File: config.mk
export PLATFORM = sky130hd
export DESIGN_NAME = rr_shi_seq
export DESIGN_NICKNAME = d
export VERILOG_FILES = /design/src/rtl/rr_shi_seq.sv
export SDC_FILE = /design/constraint.sdc
export NUM_CORES = 1
export LEC_CHECK = 0
export BUFFER_PORTS_ARGS = -buffer_cell sky130_fd_sc_hd__buf_4
export CORE_UTILIZATION = 39
export DETAILED_ROUTE_END_ITERATION = 7
export GPL_TIMING_DRIVEN = 0
export PLACE_DENSITY = 0.86
export SLEW_MARGIN = 20
export SYNTH_ARGS = -nofsm -noshare
export SYNTH_HDL_FRONTEND = slang
export SYNTH_SLANG_ARGS = --single-unit
File: constraint.sdc
create_clock -name clk -period 2.7 [get_ports clk]
set_input_delay 0.135 -clock clk [delete_from_list [all_inputs] [get_ports clk]]
set_output_delay 0.135 -clock clk [all_outputs]
set_load 0.02 [all_outputs]
File: src/rtl/rr_shi_seq.sv
// rr_shi_seq: command sequencer driving the 256-bit load/shift register (load, bit-shift, rotate-unload, clear)
module rr_shi_seq #(
  parameter int WORDS = 8,
  parameter int CNT_W = 9
) (
  input  logic             clk,
  input  logic             rst,
  input  logic             cmd_valid,
  output logic             cmd_ready,
  input  logic [1:0]       cmd,
  input  logic [CNT_W-1:0] cmd_arg,
  input  logic [31:0]      in_data,
  input  logic             in_valid,
  output logic             in_ready,
  output logic [31:0]      out_data,
  output logic             out_valid,
  input  logic             out_ready,
  input  logic             shift_bit,
  output logic             shift_req,
  output logic             shift_out,
  output logic             done,
  output logic [31:0]      sr_regin,
  output logic             sr_we,
  output logic             sr_sel_rs,
  output logic             sr_bit256,
  output logic             sr_set,
  input  logic [31:0]      sr_regout
);
  localparam int WW = $clog2(WORDS);
  localparam logic [CNT_W-1:0] MAXB = CNT_W'(WORDS * 32);
  typedef enum logic [2:0] {IDLE, LOAD, SHIFT, UNLOAD, CLEAR} state_t;
  state_t state, state_n;
  logic [WW-1:0] wcnt, wcnt_n;
  logic [CNT_W-1:0] bcnt, bcnt_n;
  logic done_n, in_hs, out_hs, last_w;
  assign in_hs  = state == LOAD && in_valid;
  assign out_hs = state == UNLOAD && out_ready;
  assign last_w = wcnt == WW'(WORDS - 1);
  always_ff @(posedge clk)
    if (rst) begin
      state <= IDLE;
      wcnt  <= '0;
      bcnt  <= '0;
      done  <= 1'b0;
    end else begin
      state <= state_n;
      wcnt  <= wcnt_n;
      bcnt  <= bcnt_n;
      done  <= done_n;
    end
  always_comb begin
    state_n = state;
    wcnt_n  = wcnt;
    bcnt_n  = bcnt;
    done_n  = 1'b0;
    case (state)
      IDLE: if (cmd_valid) begin
        wcnt_n  = '0;
        bcnt_n  = cmd_arg > MAXB ? MAXB : cmd_arg;
        state_n = cmd == 2'b00 ? LOAD : cmd == 2'b01 ? (cmd_arg == '0 ? IDLE : SHIFT) : cmd == 2'b10 ? UNLOAD : CLEAR;
        done_n  = cmd == 2'b01 && cmd_arg == '0;
      end
      LOAD, UNLOAD: if (in_hs || out_hs) begin
        wcnt_n  = wcnt + 1'b1;
        state_n = last_w ? IDLE : state;
        done_n  = last_w;
      end
      SHIFT: begin
        bcnt_n  = bcnt - 1'b1;
        state_n = bcnt == CNT_W'(1) ? IDLE : SHIFT;
        done_n  = bcnt == CNT_W'(1);
      end
      CLEAR: begin
        state_n = IDLE;
        done_n  = 1'b1;
      end
      default: state_n = IDLE;
    endcase
  end
  assign cmd_ready = state == IDLE;
  assign in_ready  = state == LOAD;
  assign out_valid = state == UNLOAD;
  assign out_data  = out_valid ? sr_regout : '0;
  assign shift_req = state == SHIFT;
  assign shift_out = shift_req & sr_regout[0];
  assign sr_we     = in_hs | out_hs | shift_req | (state == CLEAR);
  assign sr_sel_rs = shift_req;
  assign sr_bit256 = shift_req & shift_bit;
  assign sr_set    = state == CLEAR;
  assign sr_regin  = in_hs ? in_data : out_hs ? sr_regout : '0;
endmodule
* Yosys cells after proc, flatten, opt, wreduce, memory -nomap -nowiden *
Index checks and enable logic that the tools add are counted.

storage, ports and cells
  bits in registers = 16
  input port bits = 81
  output and inout bits = 74
  logic and storage cells = 57

cells by class
  add/subtract/negate cells = 2
  order comparisons = 1
  equal/unequal tests = 11
  muxes and demuxes = 21
  bitwise gates (word level) = 5
  reduce and logical (&&, ||, !) cells = 13

operators with widths
  kind                                                                count
  32-bit 2-to-1 mux                                                   3
  3-bit 2-to-1 mux                                                    8
  9-bit 2-to-1 mux                                                    2
  9-bit one-hot mux with 2 select lines                               1
  9-bit by 1-bit == test with 1-bit output, second input constant     1
  9-bit > comparator, second input constant                           1
  9-bit zero test                                                     1
  3-bit one-hot mux with 3 select lines                               1
  9-bit by 1-bit subtractor with 9-bit output, second input constant  1
  3-bit by 2-bit == test with 1-bit output, second input constant     2
  3-bit == test, second input constant                                2
  2-bit inequality test, second input constant                        3
  3-bit one-hot mux with 2 select lines                               1
  3-bit AND reduction                                                 2
  2-bit 2-to-1 mux                                                    2
  1-bit one-hot mux with 4 select lines                               1
  2-bit nonzero test                                                  2
  3-bit by 1-bit adder with 3-bit output, second input constant       1
  3-bit by 1-bit == test with 1-bit output, second input constant     1
  1-bit logical AND                                                   3
  3-bit zero test                                                     1
  1-bit bitwise OR                                                    3
  1-bit AND                                                           2
  2-bit by 1-bit == test with 1-bit output, second input constant     1
  other kinds (6)                                                     7

* Depth between registers and ports, before layout *
  depth after elaboration = 6
  mapped depth = 8

* Worst setup path after synthesis *
OpenSTA, ideal clock, no wires.

  kind = flip-flop to output port
  start point = register state[2]
  end point = output port sr_regin[24]
  arrival time = 1.785 ns
  data required time = 2.565 ns
  path slack = 0.780 ns
  cell stages (with the launch flop) = 7
  cells stage by stage = dfxtp_1 buf_2 and3b_1 clkbuf_1 clkbuf_1 and2_1 a22o_1

between the ends
  longest elaborated chain between the ends = 4

ends and longest elaborated chain
  item                                      RTL line  text
  start, declared                           32        state_t state, state_n;
  start signal, assigned                    46        state <= state_n;
  3-bit by 2-bit == test with 1-bit output  --
  net out_valid                             16        output logic out_valid,
  1-bit logical AND                         37        assign out_hs = state == UNLOAD && out_ready;
  32-bit 2-to-1 mux (2 in series)           90        assign sr_regin = in_hs ? in_data : out_hs ? sr_regout : '0;
  end, declared                             22        output logic [31:0] sr_regin,

The timed path passes the listed nets, and every way through them passes these cells.

* Final worst setup path *
  start point = register state[0]
  end point = output port sr_regin[15]

between the ends
  longest elaborated chain between the ends = 4

ends and longest elaborated chain
  item                                      RTL line
  3-bit by 2-bit == test with 1-bit output  37
  1-bit logical AND                         37
  32-bit 2-to-1 mux                         90
  32-bit 2-to-1 mux *                       90

Mark *: on every way between the ends. The rest lies on a longest branch, timed or not.

==> metrics.cfg <==
[outcome]
status = finished, final reports clean

[critical_path]
path_buf_inv = 2
cp-end-kind = primary output
timing.critical_path.max_delay_family = simple AND/OR/NAND/NOR gates
reg2reg_from = state[1]$_SDFFE_PP0P_
start_kind = flop
cp_slowest_stage_delay_ns = 0.51
critPathSlowestCell = nor3_1
crit_fanout = 10
timing.rr.end = bcnt[5]$_SDFFE_PP0P_
cp_cell_sequence = nand2_1, nor3_1, clkbuf_1, a22o_1, buf_4
ff2ff_setup_slack_ns = 0.86
required_ns = 2.57
arrival_ns = 2.17
rr_worst_depth = 7
critPathKind = reg2out

[sta]
timing.setup.tns_ns = 0
slew_violations = 0
period_needed_ns = 2.31
rsz0062_at_grt = no
fin_crit_sh_pct = 85.5
final-hold-violation-count = 0
fmax_mhz = 433
whs_ns = 0.124
slew-limit-headroom_pct = 57.1
worst_pin_slew_ns = 0.634
clock_skew_ns = 0.000667
finalSetupViolations = 0

[final_layout]
diodes = 0
syn_to_final_growth_pct = 78.9
fin_cells = 412
seq_area_sq_um = 320
fill_cells = 332
nets = 451
drive_gt1_share_pct = 45.6
postLayoutCoreUtil_pct = 74.7
stdcell_area_sq_um = 2820
multiInputGateArea_sq_um = 1140

[routing]
drtIter0Drc = 80
drcViolationCount = 0
totalWireLength_um = 7030
first_pass_iters = 4
vias = 2252
antenna_left = 0
vias_per_cell = 5.47
post_drt_wl_per_cell_um = 17.1

[synth]
synth.distinct_cells = 48
synth_top_family_by_area = simple AND/OR/NAND/NOR gates
synth_fp_nets = 294
yosys_warnings = 0
synth_edf_count = 0
synth_area_leaders = dfxtp_1, a22o_1, and2_1
yosys.area.top_type = dfxtp_1
synthAdderAreaFrac_pct = 3.18
yosys.area_share.simple_pct = 36.5
synthArstFlopShare_pct = 0
netlist.area_leader.share_pct = 20.3
synthMuxAreaShare_pct = 1.35
avgSynthCellArea_sq_um = 7.53
syn_area_sq_um = 1570
ys_seq_elements = 16
netlist_instances = 209
ys_seq_area_share_pct = 20.3
synth_compound_area_share_pct = 30.5
ys.flop_type = dfxtp_1
synth_xor_area_share_pct = 1.11

[die]
io_pins = 155
fp.dieArea_sq_um = 4290
core_area_sq_um = 3770
rows = 22
initial_core_util_pct = 41.7
die_h_um = 65.5
die_w_um = 65.5

[clock_network]
clock-sinks = 16
numCtsBuffers = 3
htreeDepth = 1
clkTransAtPathRegs_ns = 0.06
cts_tree = done
ctsLongestPathBuffers = 2
ctsRootBufferMaster = clkbuf_8
cts_hold_buf = 0
cts_resized = 0
post_cts_buffers = 0
clk_latency_ns = 0.25

[place]
dp.cells = 409
dpl_cell_area_sq_um = 2780
dp_hpwl_um = 5680
port_buffers = 152
place_congestion = 0.882

[global_routing]
grt_pass1_vias = 2058
overflow = 0
grt_pass1_wl_um = 10200
grt_max_degree = 12
track_usage_pct = 31.1
antenna_found_initial = 0

[power_and_ir_drop]
ir_drop_mv = 0.380
power_leakage_nw = 1.40
powerDensity_nw_per_um2 = 332

[flow_run]
cap_viol_max_count = 0

[min_path]
hold_depth = 3
hold_path_end = bcnt[7]$_SDFFE_PP0P_
hold_class = in2reg
hp-start = cmd_arg[7]

## worst register-to-register path: cells and delay by family (launching register included)
| family | cells | cell delay (ns) |
|---|---|---|
| DFF | 1 | 0.40 |
| buffers and inverters | 2 | 0.21 |
| AOI/OAI and AO/OA | 2 | 0.22 |
| and+or+nand+nor | 3 | 0.88 |
## per-layer routing
metal | vias to the layer above | routed length, um | global-route usage, %
li1 | 1091 | - | -
met1 | 1069 | 2730 | 36.4
met2 | 83 | 3710 | 58.2
met3 | 9 | 501 | 5.38
met4 | 0 | 93 | 6.25
met5 | - | 0 | 0
## registers in the layout (all words and copies together), names as in the netlist
name / count
bcnt: 9
state: 3
wcnt: 3
done: 1
## through the flow
stage               total power, mW  setup slack (ns)
global placement              0.742             0.695
global route                  0.981             0.218
CTS                           0.931             0.437
floorplan                     0.544             0.780
finish                        0.936             0.392
detailed placement            0.751             0.724
## cell usage after synthesis, drive strengths merged, types with 3 or more instances
cell,number
nor3,5
nand2,14
nand2b,4
inv,7
nand3,5
a22o,32
dfxtp,16
nor2,11
o21ai,3
buf,4
nor4,6
a21oi,13
a31oi,4
clkbuf,15
and2,34
ha,4
## power by group
part	internal (mW)	switching (mW)	total (mW)
clock	0.0992	0.0843	0.183
sequential	0.260	0.0288	0.288
combinational	0.230	0.234	0.464
total	0.589	0.347	0.936
## cell usage in the layout, fill, tap and decap left out, types with 3 or more instances in the layout
master      n
dfxtp_1    16
nor3_1      5
buf_4     153
nor4_1      5
clkbuf_1   15
clkbuf_8    3
o21ai_0     3
nor2_1     10
ha_1        4
nand2b_1    4
a22o_1     32
a31oi_1     4
inv_1       6
nand3_1     5
a21oi_1    13
and2_1     34
nand2_1    14
## worst max-delay path by stage
stage                                from      endpoint  slack (ns)  depth (start not counted)
detailed placement  state[0]$_SDFFE_PP0P_  sr_regin[20]        0.72                          5
finish              state[0]$_SDFFE_PP0P_  sr_regin[15]        0.39                          5
global route        state[0]$_SDFFE_PP0P_  sr_regin[23]        0.22                          5
global placement    state[0]$_SDFFE_PP0P_  sr_regin[20]        0.69                          5
CTS                 state[0]$_SDFFE_PP0P_  sr_regin[20]        0.44                          5
floorplan           state[2]$_SDFFE_PP0P_  sr_regin[24]        0.78                          6
## area by class of cell
class | instances | share of cell area (%)
inverters | 7 | 0.933
multi-input cells | 167 | 40.6
flip-flops and latches | 16 | 11.4
repair buffers | 152 | 40.5
well taps | 48 | 2.13
clock buffers | 3 | 1.47
plain buffers | 19 | 2.98
## kinds of logic after synthesis
group                      after synthesis
AOI/OAI and AO/OA                       63
xor gates and xnor gates                 2
adders and majority gates                4
buffers and inverters                   26
DFF                                     16
muxes                                    2
and+or+nand+nor                         96
Note: power is estimated with default switching activity, not from simulation.
